==> src/rtl/alu_cmd_sequencer.sv <==
`default_nettype none
// ============================================================================
// Module   : alu_cmd_sequencer
// Purpose  : Buffers ALU commands in a FIFO, issues them one at a time to the
//            accumulator ALU, and returns results with error flagging.
// Revision : 1.0  initial release
// ============================================================================
module alu_cmd_sequencer #(
    parameter int DEPTH   = 4,
    parameter int ALU_LAT = 3,
    parameter int W       = 16
) (
    input  logic                    clk,
    input  logic                    rst,
    input  logic                    cmd_valid,
    output logic                    cmd_ready,
    input  logic [3:0]              cmd_opcode,
    input  logic                    cmd_load,
    input  logic [W-1:0]            cmd_a,
    input  logic [W-1:0]            cmd_b,
    output logic [3:0]              alu_opcode,
    output logic                    alu_load,
    output logic [W-1:0]            alu_a,
    output logic [W-1:0]            alu_b,
    input  logic [W-1:0]            alu_result,
    output logic                    rsp_valid,
    input  logic                    rsp_ready,
    output logic [W-1:0]            rsp_data,
    output logic                    rsp_err,
    output logic                    busy,
    output logic [$clog2(DEPTH):0]  fifo_count
);

    localparam int AW = $clog2(DEPTH);
    localparam int CW = AW + 1;
    localparam int LW = (ALU_LAT > 1) ? $clog2(ALU_LAT) : 1;
    localparam int EW = 4 + 1 + 2 * W;

    localparam logic [1:0] S_IDLE  = 2'd0;
    localparam logic [1:0] S_ISSUE = 2'd1;
    localparam logic [1:0] S_WAIT  = 2'd2;
    localparam logic [1:0] S_RESP  = 2'd3;

    localparam logic [LW-1:0] C_WAIT_INIT = LW'(ALU_LAT - 1);
    localparam logic [CW-1:0] C_FULL      = CW'(DEPTH);
    localparam logic [3:0]    C_OP_DIV    = 4'b1000;

    logic [EW-1:0]  r_mem [DEPTH];
    logic [AW-1:0]  r_wr_ptr;
    logic [AW-1:0]  r_rd_ptr;
    logic [CW-1:0]  r_count;
    logic [1:0]     r_state;
    logic [1:0]     w_next_state;
    logic [LW-1:0]  r_wait;
    logic [3:0]     r_alu_opcode;
    logic           r_alu_load;
    logic [W-1:0]   r_alu_a;
    logic [W-1:0]   r_alu_b;
    logic [W-1:0]   r_rsp_data;
    logic           r_rsp_err;

    logic           w_push;
    logic           w_pop;
    logic [EW-1:0]  w_head;
    logic           w_illegal;

    assign cmd_ready  = (r_count != C_FULL);
    assign w_push     = cmd_valid && cmd_ready;
    assign w_pop      = (r_state == S_IDLE) && (r_count != '0);
    assign w_head     = r_mem[r_rd_ptr];
    assign w_illegal  = (w_head[EW-1 -: 3] == 3'b111);

    assign fifo_count = r_count;
    assign alu_opcode = r_alu_opcode;
    assign alu_load   = r_alu_load;
    assign alu_a      = r_alu_a;
    assign alu_b      = r_alu_b;
    assign rsp_data   = r_rsp_data;
    assign rsp_err    = r_rsp_err;

    // Storage needs no reset; validity is tracked by the pointers and count.
    always_ff @(posedge clk) begin
        if (w_push) begin
            r_mem[r_wr_ptr] <= {cmd_opcode, cmd_load, cmd_a, cmd_b};
        end
    end

    always_ff @(posedge clk or posedge rst) begin
        if (rst) begin
            r_wr_ptr <= '0;
            r_rd_ptr <= '0;
            r_count  <= '0;
        end else begin
            if (w_push) r_wr_ptr <= r_wr_ptr + 1'b1;
            if (w_pop)  r_rd_ptr <= r_rd_ptr + 1'b1;
            if (w_push && !w_pop)      r_count <= r_count + 1'b1;
            else if (w_pop && !w_push) r_count <= r_count - 1'b1;
        end
    end

    always_ff @(posedge clk or posedge rst) begin
        if (rst) r_state <= S_IDLE;
        else     r_state <= w_next_state;
    end

    always_comb begin
        w_next_state = r_state;
        case (r_state)
            S_IDLE:  if (w_pop) w_next_state = w_illegal ? S_RESP : S_ISSUE;
            S_ISSUE: w_next_state = S_WAIT;
            S_WAIT:  if (r_wait == '0) w_next_state = S_RESP;
            S_RESP:  if (rsp_ready) w_next_state = S_IDLE;
            default: w_next_state = S_IDLE;
        endcase
    end

    always_comb begin
        rsp_valid = (r_state == S_RESP);
        busy      = (r_state != S_IDLE);
    end

    // Illegal opcodes bypass the ALU entirely, leaving its inputs untouched.
    always_ff @(posedge clk or posedge rst) begin
        if (rst) begin
            r_alu_opcode <= '0;
            r_alu_load   <= 1'b0;
            r_alu_a      <= '0;
            r_alu_b      <= '0;
            r_wait       <= '0;
            r_rsp_data   <= '0;
            r_rsp_err    <= 1'b0;
        end else begin
            case (r_state)
                S_IDLE: begin
                    if (w_pop) begin
                        if (w_illegal) begin
                            r_rsp_data <= '0;
                            r_rsp_err  <= 1'b1;
                        end else begin
                            r_alu_opcode <= w_head[EW-1 -: 4];
                            r_alu_load   <= w_head[2*W];
                            r_alu_a      <= w_head[2*W-1 -: W];
                            r_alu_b      <= w_head[W-1:0];
                        end
                    end
                end
                S_ISSUE: r_wait <= C_WAIT_INIT;
                S_WAIT: begin
                    if (r_wait == '0) begin
                        r_rsp_data <= alu_result;
                        r_rsp_err  <= (r_alu_opcode == C_OP_DIV) && (r_alu_b == '0);
                    end else begin
                        r_wait <= r_wait - 1'b1;
                    end
                end
                default: ;
            endcase
        end
    end

endmodule
`default_nettype wire

==> config.mk <==
export PLATFORM = sky130hd
export DESIGN_NAME = alu_cmd_sequencer
export DESIGN_NICKNAME = d
export VERILOG_FILES = /design/src/rtl/alu_cmd_sequencer.sv
export SDC_FILE = /design/constraint.sdc
export NUM_CORES = 1
export LEC_CHECK = 0
export CAP_MARGIN = 20
export CORE_MARGIN = 5
export CORE_UTILIZATION = 45
export DETAILED_ROUTE_END_ITERATION = 10
export PLACE_DENSITY = 0.72
export SLEW_MARGIN = 20
export SYNTH_ARGS = -nofsm -noshare
export SYNTH_HDL_FRONTEND = slang
export SYNTH_SLANG_ARGS = --single-unit
==> constraint.sdc <==
create_clock -name clk -period 5.1 [get_ports clk]
set_input_delay 1.53 -clock clk [delete_from_list [all_inputs] [get_ports clk]]
set_output_delay 1.53 -clock clk [all_outputs]
set_load 0.01 [all_outputs]
* After elaboration in Yosys (flattened, before gate mapping)
Memory sizes are Yosys's and may differ from the RTL's. Index checks and enable logic that the tools add are counted.
Storage, ports and cells: register bits after elaboration 65, memory bits (writable) 148, input port bits 57, output and inout bits 60, logic and storage cells 67, memories kept 1
Cells by class: add/subtract/negate cells 5, eq/ne operators 11, multiplexer cells 19, bitwise gates (word level) 1, reduce and logical (&&, ||, !) cells 19
Memory list:
- r_mem | depth 4, width 37, read ports 1, clocked after Yosys merged registers in 0, wr ports 1, RTL line 48 | logic [EW-1:0] r_mem [DEPTH];
Operator list (number):
- two-way mux 16 bit | 3
- case mux 16 bit (2 select lines) | 1
- logical NOT 16 bit | 1
- two-way mux 2 bit | 5
- inequality test 2 bit, second input constant | 4
- case mux 2 bit (4 select lines) | 1
- nonzero test 2 bit | 4
- two-way mux 3 bit | 2
- AND reduction 3 bit | 2
- logical AND 1 bit | 5
- two-way mux 1 bit | 5
- adder 2 x 1 -> 2 bit, second input constant | 2
- equality test 2 bit, second input constant | 2
- equality test 4 bit, second input constant | 1
- logical NOT 2 bit | 2
- case mux 2 bit (2 select lines) | 1
- AND reduction 4 bit | 1
- adder 3 x 1 -> 3 bit, second input constant | 1
- equality test 3 bit, second input constant | 1
- inequality test 3 bit, second input constant | 1
- nonzero test 3 bit | 1
- subtractor 3 x 1 -> 3 bit, second input constant | 1
- equality test 2 x 1 -> 1 bit, second input constant | 1
- logical NOT 1 bit | 2
- other kinds (5) | 5

* Depth between registers and ports, before layout
depth after elaboration 6, depth in mapped cells 10, depth with buffers taken out 9

* Least setup slack after synthesis
Ideal clock, no wire load.
path type input-to-reg, start point input cmd_valid, end point memory r_mem[0][0] (netlist name) (enable), library setup time 0.398 ns, arrival 2.468 ns, data required time 4.702 ns, setup slack 2.234 ns, cell stages on the path 1, buffers on the path 0, path through and3_1
Between the ends: word-level cells in the longest chain between the ends 3
Ends and longest elaborated chain:
- from (decl) | RTL line 15 | input logic cmd_valid,
- logical AND 1 bit | RTL line 68 | assign w_push = cmd_valid && cmd_ready;
- two-way mux 1 bit | RTL line 83 | if (w_push) begin
- two-way mux 1 bit (implied by the code) | RTL line 84 | r_mem[r_wr_ptr] <= {cmd_opcode, cmd_load, cmd_a, cmd_b};
- to (decl) | RTL line 48
Every way passes these cells.

* Worst setup path in the final report
start point register r_state[1], end point output busy
Between the ends: word-level cells in the longest chain between the ends 1
Ends and longest elaborated chain:
- from (decl) | RTL line 52 | logic [1:0] r_state;
- from (signal assigned) | RTL line 103 | else r_state <= w_next_state;
- nonzero test 2 bit | RTL line 119 | busy = (r_state != S_IDLE);
- to (decl) | RTL line 30 | output logic busy,
Every way passes these cells.

==> qor.csv <==
metric;value;unit
status;finished, final reports clean;
Setup CP Type;reg -> out;
CP peak stage delay;0.56;ns
Synth top area share;0.550;
#FFs+latches synth;213;
crit path DAT;1.92;ns
crit path capture type;output port;
Synth Flop Type;edfxtp_1;
fill count;1317;
FF-to-FF path depth;5;
Crit path max-delay family;buffers and inverters;
# rows;49;
Synth Net Count;455;
critical path, cell by cell;inv_1 -> ha_1 -> inv_1 -> clkdlybuf4s50_1;
number of global-route vias before repair;4475;
Routability Congestion;0.729;
area grow syn2layout;26.0;%
final setup fails;0;
setup tns final;0;ns
starting density of the core;0.453;
HP Class;reg -> reg;
final period utilization;0.676;
CP max-delay cell;clkdlybuf4s50_1;
residual DRC count;0;
most numerous cell in the Yosys netlist;edfxtp_1;
leading area contributor after synthesis;edfxtp_1;
hold buffers post-CTS;0;
fin cells;761;
initial antenna violation count;0;
first-pass GRT wire length;24200;um
Max clock buf depth;3;
power per cell area;627;nW/um2
Unique masters post-synth;37;
synth cell count leaders;edfxtp_1, dfrtp_1, mux2_2, mux4_2, a22o_1;
drt total wl;15500;um
Post-Syn Area;8080;um2
Synth warnings;0;
Worst-Skew Late Latency;0.50;ns
H-tree depth;1;
gr usage total;0.150;
CP Depth;4;
Root Buffer;clkbuf_16;
Setup Buffers After CTS;0;
Core ar.;17800;um2
multi-input logic area;1870;um2
min Tclk post-route;3.45;ns
Iter 0 DRT Violations;161;
critical path fanouts, max;6;
area occupied by registers;6070;um2
ANT cells;0;
Final Skew;0.0147;ns
CTS tree;built;
HPWL Detailed;9800;um
Worst path most repeated cell;inv_1;
syn avg cell area;20.9;um2
DRT Pass-1 Iters;4;
Worst slew margin;0.345;
vias per inst;5.31;
hold slack;0.507;ns
post_cts resized;0;
RSZ-0062 raised after global routing;false;
Synth area leaders;edfxtp_1, dfrtp_1, mux4_2;
Clock transition at path regs;0.07;ns
largest net degree at the start of global routing;39;
Die X;144;um
maximum vdd drop;0.349;mV
max-cap violations;0;
Final Util;0.571;
total number of vias;4043;
worst slew pin tran;0.983;ns
CP required;3.57;ns
fraction of layout cells with a size suffix above 1;0.224;
Clock Sinks;213;
die height;144;um
Final Max Tran Viols;0;
Hold Path Depth;1;
drt wl/cell;20.3;um
Inst Count DP;720;
Final nets;584;
sequential share of the synthesized area;0.751;
port bufs;116;
# IOs;117;
Die Footprint;20700;um2
post-route ant nets;0;
crit start category;flip-flop;
Leakage;3.66;nW
EDFF count, synth;148;
Hold Vio Cnt, Final;0;
Reg2Reg Setup Slack;2.05;ns
Post-Synthesis Cells;387;
Synth async-reset ratio;0.305;
CP Buf/Inv Count;3;
grt total ovfl;0;
total CTS buffers;22;
fmax;0.290;GHz
==> routing by layer <==
metal	vias up	part of all wire	track usage
met5	-	0	0
met4	0	0.021	0.0342
met3	24	0.068	0.0374
met2	140	0.49	0.253
met1	2075	0.43	0.199
li1	1804	-	-
==> final cells by class <==
| class | instances | share of cell area |
|---|---|---|
| clock inverter | 8 | 0.00577 |
| timing repair buffer | 120 | 0.119 |
| tap | 229 | 0.0281 |
| sequential | 213 | 0.596 |
| clock buffer | 32 | 0.0627 |
| inverter | 13 | 0.00491 |
| multi-input combinational | 146 | 0.183 |
==> power by group <==
part / total (mW) / switching (mW) / internal (mW) / leakage, nW
logic: 2.13 / 0.902 / 1.23 / 1.19
clock network: 1.52 / 0.642 / 0.874 / 0.338
registers: 2.74 / 0.342 / 2.40 / 2.13
==> cell families after synthesis <==
logic type      count (synthesis)  synth area share
compound gates                 27            0.0285
flops                         213             0.751
buf+inv                        28            0.0186
simple gates                   26            0.0195
fa+ha+maj                      11            0.0180
mux                            76             0.158
xor+xnor                        6           0.00650
==> registers in the layout, summed over array words and instances, names as in the netlist <==
| name | cells |
|---|---|
| r_mem | 148 |
| alu_a | 16 |
| alu_b | 16 |
| rsp_data | 16 |
| alu_opcode | 4 |
| fifo_count | 3 |
| r_rd_ptr | 2 |
| r_state | 2 |
| r_wait | 2 |
| r_wr_ptr | 2 |
| alu_load | 1 |
| rsp_err | 1 |
==> cell usage in the layout (no fill, tap or decap), types with 5 or more instances in the layout <==
master           count
mux4_2              36
inv_1               12
clkbuf_16           22
clkdlybuf4s50_1    116
clkbuf_8             5
dfrtp_1             63
edfxtp_1           148
clkbuf_1             5
mux2_2              36
a22o_1              16
ha_1                10
==> per-stage QoR <==
stage | instance area [um2] | power [mW] | setup slack, ns
CTS | 10200 | 6.45 | 1.62
detailed placement | 9460 | 4.91 | 1.66
global placement | 9460 | 4.85 | 1.71
global route | 10200 | 6.74 | 1.52
finish | 10200 | 6.39 | 1.65
floorplan | 8080 | 4.04 | 1.94
==> final timing paths <==
kind | endpoint | start
max | busy | r_state[1]$_DFFE_PP0P_
min | alu_a[11]$_DFFE_PP0P_ | alu_a[11]$_DFFE_PP0P_
max reg2reg | alu_a[6]$_DFFE_PP0P_ | r_rd_ptr[1]$_DFFE_PP0P_
min reg2reg | alu_a[11]$_DFFE_PP0P_ | alu_a[11]$_DFFE_PP0P_
max in group asynchronous | r_rd_ptr[1]$_DFFE_PP0P_ | rst
min in group asynchronous | alu_b[1]$_DFFE_PP0P_ | rst
Note: power is estimated with default switching activity, not from simulation.
==> edit 1, RTL diff (config.mk and constraints unchanged) <==
The parameter `W` goes from 16 to 12.
--- a/src/rtl/alu_cmd_sequencer.sv
+++ b/src/rtl/alu_cmd_sequencer.sv
@@ -8,7 +8,7 @@
 module alu_cmd_sequencer #(
     parameter int DEPTH   = 4,
     parameter int ALU_LAT = 3,
-    parameter int W       = 16
+    parameter int W       = 12
 ) (
     input  logic                    clk,
     input  logic                    rst,
Ports: changed (6 resized); port bits go from 117 to 93. No check against the original RTL was run, so the function may have changed too.
==> edit 1 against the unedited design <==
Synthesized area shrank 20%; core utilization grew 0.65 points; sequential cell count shrank 44; routed wire length shrank 22%; synthesized cell count shrank 17%; final area shrank 21%; power shrank 23%; setup slack gained 0.044 ns; largest power group unchanged; via count shrank 20%.
==> edit 1: results (changes against the unedited design) <==
| Metric | Value |
|---|---|
| GP Congestion | `0.7250 (was 0.7285)` |
| Worst hold path type | `reg -> reg (unchanged)` |
| Leakage | `2.933 nW (was 3.656 nW)` |
| Crit. Startpoint | `r_state[1] (unchanged)` |
| Nets | `477 (was 584)` |
| Post-synth EDFFs | `116 (was 148)` |
| Post-DP HPWL | `7617 um (was 9801 um)` |
| Antenna viol nets, final | `0 (unchanged)` |
| Port buffer count | `92 (was 116)` |
| H-tree levels | `4 (was 1)` |
| Vias in the first global route | `3533 (was 4475)` |
| WL per Instance | `19.67 um (was 20.34 um)` |
| First DRT Iteration DRCs | `261 (was 161)` |
| Hold Startpoint | `alu_a[9] (was alu_a[11])` |
| Cell variety after synth | `34 (was 37)` |
| Num CTS Buffers | `17 (was 22)` |
| Diode count | `0 (unchanged)` |
| Clock transition at path regs | `0.06 ns` |
| Vias post-DR | `3250 (was 4043)` |
| Critical Path Sink | `busy (unchanged)` |
| Yosys Warn Count | `0 (unchanged)` |
| Reg-to-Reg Start | `r_rd_ptr[0] (was r_rd_ptr[1])` |
| Largest Register | `r_mem (unchanged)` |
| Longest Clk Path Bufs | `2 (was 3)` |
| Worst path max stage delay | `0.55 ns` |
| Clk_lat worst skew | `0.42 ns (was 0.50 ns)` |
| Placed Area | `0.007555 mm^2 (was 0.009459 mm^2)` |
| Antenna violations before repair | `1 (was 0)` |
| Pre-antenna DRT Iters | `4 (unchanged)` |
| Seq/Total Area, Yosys | `74.38% (was 75.12%)` |
| Setup bufs post-CTS | `0 (unchanged)` |
| Clock skew | `0.006052 ns (was 0.01467 ns)` |
| Clock Tree Root | `clkbuf_16 (unchanged)` |
| Max reg flops | `116 (was 148)` |
| WP data arrival | `1.88 ns (was 1.92 ns)` |
| CP top delay family | `buffers and inverters (unchanged)` |
| First-pass GRT wire length | `19250 um (was 24220 um)` |
| Post-synth top cells | `116 x edfxtp_1, 53 x dfrtp_1, 29 x mux4_2 (was 148 x edfxtp_1, 65 x dfrtp_1, 36 x mux2_2, 36 x mux4_2, 16 x a22o_1)` |
| Measured slew at the worst slew-check pin | `0.7988 ns (was 0.9825 ns)` |
| Top cells by area, synth | `edfxtp_1 54%, dfrtp_1 21%, mux4_2 10% (was edfxtp_1 55%, dfrtp_1 20%, mux4_2 10%)` |
| Pin count of the biggest net entering global routing | `33 (was 39)` |
| Slowest cell on crit path | `clkdlybuf4s50_1 (unchanged)` |
| Outcome | `finished, final reports clean (unchanged)` |
| R2R Setup Slk | `2.29 ns (was 2.05 ns)` |
| Asr flop ratio synth | `31.36% (was 30.52%)` |
| Synth Net Count | `377 (was 455)` |
| Fraction of layout cells with a size suffix above 1 | `15.94% (was 22.37%)` |
| R2R Path End | `alu_a[1] (was alu_a[6])` |
| Post-CTS Resized | `0 (unchanged)` |
| Layout fillers | `1076 (was 1317)` |
| Peak supply drop | `322.6 uV (was 348.7 uV)` |
| Cells on worst reg2reg path | `4 (was 5)` |
| Overall Global Routing Usage | `15.49% (was 14.97%)` |
| Maximum fanout along the worst path | `7 (was 6)` |
edit 1: layout make-up:
type	count	area, um^2	area share [%]
Sequential cell	169	4815	59.62
Multi-Input combinational cell	126	1533	18.98
Timing Repair Buffer	94	935.9	11.59
Clock buffer	23	467.9	5.795
Tap cell	180	225.2	2.789
Clock inverter	8	50.05	0.6198
Inverter	13	48.80	0.6043
edit 1: cells by family after synthesis:
logic type	count (synthesis)	share of synthesized area (%)
flip-flops	169	74.38
multiplexers	59	15.31
buffers and inverters	26	2.012
AO/OA/AOI/OAI	25	3.057
AND/OR/NAND/NOR	25	2.187
adder cells (fa/ha/maj)	11	2.245
XOR/XNOR	6	0.8128
edit 1: how the worst min path moves through the flow:
stage | endpoint | slack (ns) | cells past startpoint
3_5_place_dp | alu_a[9] | 0.47 | 1
4_1_cts | alu_a[9] | 0.49 | 1
3_3_place_gp | alu_a[9] | 0.47 | 1
2_1_floorplan | r_wait[1] | 0.50 | 2
5_1_grt | alu_a[10] | 0.50 | 1
6_report | alu_a[9] | 0.48 | 1
edit 1: routing by layer:
layer,routed length (um),track usage (%)
met1,5135,19.55
met2,5895,24.39
met3,842,6.181
met4,174,5.807
met5,7,0
edit 1: metrics by stage:
step           hold WS (ns)  worst slack (ns)  total power [mW]  utilization, %  instances
2_1_floorplan        0.5033             2.284             3.162               -        321
3_3_place_gp         0.4659             1.715             3.760           54.01        582
3_5_place_dp         0.4737             1.616             3.821           54.01        582
4_1_cts              0.4869             1.681             4.960           57.71        613
5_1_grt              0.5027             1.597             5.179           57.73        613
6_report             0.4796             1.694             4.889           57.73        613
edit 1: where the power goes:
group	switching [mW]	internal, mW	total [mW]	leakage, nW
Clock	0.489	0.641	1.13	0.246
Sequential	0.283	1.89	2.17	1.70
Combinational	0.701	0.882	1.58	0.989
Total	1.47	3.42	4.89	2.93
==> edit 2, RTL diff (same settings) <==
Without the edit above. Make the reset (`rst`) synchronous in 3 clocked blocks.
--- a/src/rtl/alu_cmd_sequencer.sv
+++ b/src/rtl/alu_cmd_sequencer.sv
@@ -85,7 +85,7 @@
         end
     end
 
-    always_ff @(posedge clk or posedge rst) begin
+    always_ff @(posedge clk) begin
         if (rst) begin
             r_wr_ptr <= '0;
             r_rd_ptr <= '0;
@@ -98,7 +98,7 @@
         end
     end
 
-    always_ff @(posedge clk or posedge rst) begin
+    always_ff @(posedge clk) begin
         if (rst) r_state <= S_IDLE;
         else     r_state <= w_next_state;
     end
@@ -120,7 +120,7 @@
     end
 
     // Illegal opcodes bypass the ALU entirely, leaving its inputs untouched.
-    always_ff @(posedge clk or posedge rst) begin
+    always_ff @(posedge clk) begin
         if (rst) begin
             r_alu_opcode <= '0;
             r_alu_load   <= 1'b0;
Formal check against the unedited RTL: differs if rst is asserted again (counterexample within 4 cycles, from zero or initial values and one cycle with rst high); with rst held inactive, the same outputs for 4 cycles.
==> edit 2 against the unedited design <==
Sequential cell count up 2; synthesized cell count up 41%; clock skew down 0.0051 ns; final cell count up 18%; power down 13%; synthesized area up 2.1%; final area up 1.6%; setup slack worse by 0.57 ns; critical path depth unchanged; register-to-register slack better by 0.41 ns; routed wire length up 19%.
==> edit 2: results (changes against the unedited design) <==
| Metric | Value |
|---|---|
| Post-CTS Resized | `0 (unchanged)` |
| Non-Filler Instances | `900 (was 761)` |
| Antenna violations before repair | `0 (unchanged)` |
| Asr flop ratio synth | `0% (was 30.52%)` |
| Slowest cell on crit path | `clkdlybuf4s50_1 (unchanged)` |
| GP Congestion | `0.7660 (was 0.7285)` |
| Nets | `722 (was 584)` |
| Seq/Total Area, Yosys | `70.09% (was 75.12%)` |
| Top cells by area, synth | `edfxtp_1 54%, dfxtp_1 16%, mux4_2 10% (was edfxtp_1 55%, dfrtp_1 20%, mux4_2 10%)` |
| Max Cap Viol | `0 (unchanged)` |
| Maximum fanout along the worst path | `19 (was 6)` |
| First-pass GRT wire length | `29290 um (was 24220 um)` |
| Worst hold path type | `reg -> reg (unchanged)` |
| First DRT Iteration DRCs | `401 (was 161)` |
| Port buffer count | `116 (unchanged)` |
| H-tree levels | `1 (unchanged)` |
| Overall Global Routing Usage | `17.01% (was 14.97%)` |
| WP data arrival | `2.49 ns (was 1.92 ns)` |
| Largest Register | `r_mem (unchanged)` |
| Vias in the first global route | `5304 (was 4475)` |
| WL per Instance | `20.44 um (was 20.34 um)` |
| Cell variety after synth | `40 (was 37)` |
| Clock skew | `0.009618 ns (was 0.01467 ns)` |
| Vias per cell | `5.609 (was 5.313)` |
| Longest Clk Path Bufs | `3 (unchanged)` |
| Clk_lat worst skew | `between 0.5 and 0.6 ns` |
| Hold depth | `2 (was 1)` |
| Num CTS Buffers | `23 (was 22)` |
| Layout fillers | `1387 (was 1317)` |
| Peak supply drop | `300.4 uV (was 348.7 uV)` |
| Post-synth top cells | `148 x edfxtp_1, 76 x nand2_1, 67 x dfxtp_1 (was 148 x edfxtp_1, 65 x dfrtp_1, 36 x mux2_2, 36 x mux4_2, 16 x a22o_1)` |
| Worst path max stage delay | `0.66 ns (was 0.56 ns)` |
| Setup bufs post-CTS | `0 (unchanged)` |
| Measured slew at the worst slew-check pin | `0.9892 ns (was 0.9825 ns)` |
| Yosys Warn Count | `0 (unchanged)` |
| Clock transition at path regs | `around 0.06 ns` |
| Avg Inst Size Synth | `15.17 um^2 (was 20.88 um^2)` |
| Outcome | `finished, final reports clean (unchanged)` |
| Post-DP HPWL | `11170 um (was 9801 um)` |
| Pre-antenna DRT Iters | `5 (was 4)` |
| Post-synth EDFFs | `148 (unchanged)` |
| Leakage | `3.380 nW (was 3.656 nW)` |
| CP top delay family | `buffers and inverters (unchanged)` |
| Diode count | `0 (unchanged)` |
| Max reg flops | `148 (unchanged)` |
| Placed cells | `857 (was 720)` |
| Clock Tree Root | `clkbuf_16 (unchanged)` |
| Pin count of the biggest net entering global routing | `61 (was 39)` |
| Cells on worst reg2reg path | `5 (unchanged)` |
| Fraction of layout cells with a size suffix above 1 | `13.26% (was 22.37%)` |
| Synth Net Count | `612 (was 455)` |
==> edit 2: changes by cell type in the layout (fill, tap and decap cells not counted), moves of 5 or more <==
cell and delta:
dfxtp_1 +65, nand2_1 +74, a22o_1 -16, mux2_2 -36, dfrtp_1 -63, nand4_1 +15
nor2_1 +15, a221o_1 +16, a21oi_1 +52, o21ai_0 +16, a211oi_1 +5
==> edit 2: where the power goes <==
| part | leakage (nW) | switching [mW] | internal, mW |
|---|---|---|---|
| Clock | 0.365 | 0.646 | 0.963 |
| Combinational | 1.11 | 0.829 | 0.735 |
| Sequential | 1.90 | 0.198 | 2.16 |
==> edit 2: cell type report <==
| class | instances | area [um^2] | area share (%) |
|---|---|---|---|
| clock buffer | 30 | 621.8 | 6.012 |
| clock inverter | 12 | 117.6 | 1.137 |
| inverter | 9 | 33.78 | 0.3266 |
| multi-input combinational | 285 | 2290 | 22.14 |
| sequential | 215 | 5788 | 55.96 |
| tap | 229 | 286.5 | 2.770 |
| timing repair buffer | 120 | 1206 | 11.66 |
==> edit 2: worst paths after layout <==
check	startpoint	end	slack, ns
hold / removal	alu_a[6]	alu_a[6]	0.45
setup reg to reg	flop	alu_a[11]	2.46
setup / recovery	r_state[1]	busy	1.08
hold reg to reg	alu_a[6]	alu_a[6]	0.45
==> edit 2: metal layers <==
| layer | GRT usage (%) | vias up | routed length, um |
|---|---|---|---|
| li1 | - | 2307 | - |
| met1 | 21.66 | 2542 | 7509 |
| met2 | 29.77 | 177 | 9506 |
| met3 | 4.204 | 22 | 1118 |
| met4 | 3.498 | 0 | 259 |
| met5 | 0 | - | 0 |
==> edit 2: logic make-up (layout without fill, tap and decap cells) <==
family / after synthesis / after routing / share of synthesized area (%)
AND/OR/NAND/NOR: 129 / 129 / 7.079
XOR/XNOR: 5 / 5 / 0.5306
flip-flops: 215 / 215 / 70.09
multiplexers: 39 / 39 / 10.34
AO/OA/AOI/OAI: 101 / 101 / 7.837
adder cells (fa/ha/maj): 11 / 11 / 1.758
buffers and inverters: 44 / 171 / 2.365
==> edit 2: metrics by stage <==
stage / area, um^2 / setup WS, ns
after floorplan: 8254 / 1.825
final: 10340 / 1.075
after CTS: 10310 / 1.092
after detailed placement: 9574 / 1.195
after global placement: 9574 / 1.335
after global routing: 10340 / 0.9232
==> edit 2: worst reg2reg max path, cell delays in order (launching register included) <==
cell	delay, ns
dfxtp_2	0.95
mux4_2	0.53
a31oi_4	0.63
buf_16	0.24
nand2_1	0.09
a21oi_1	0.13
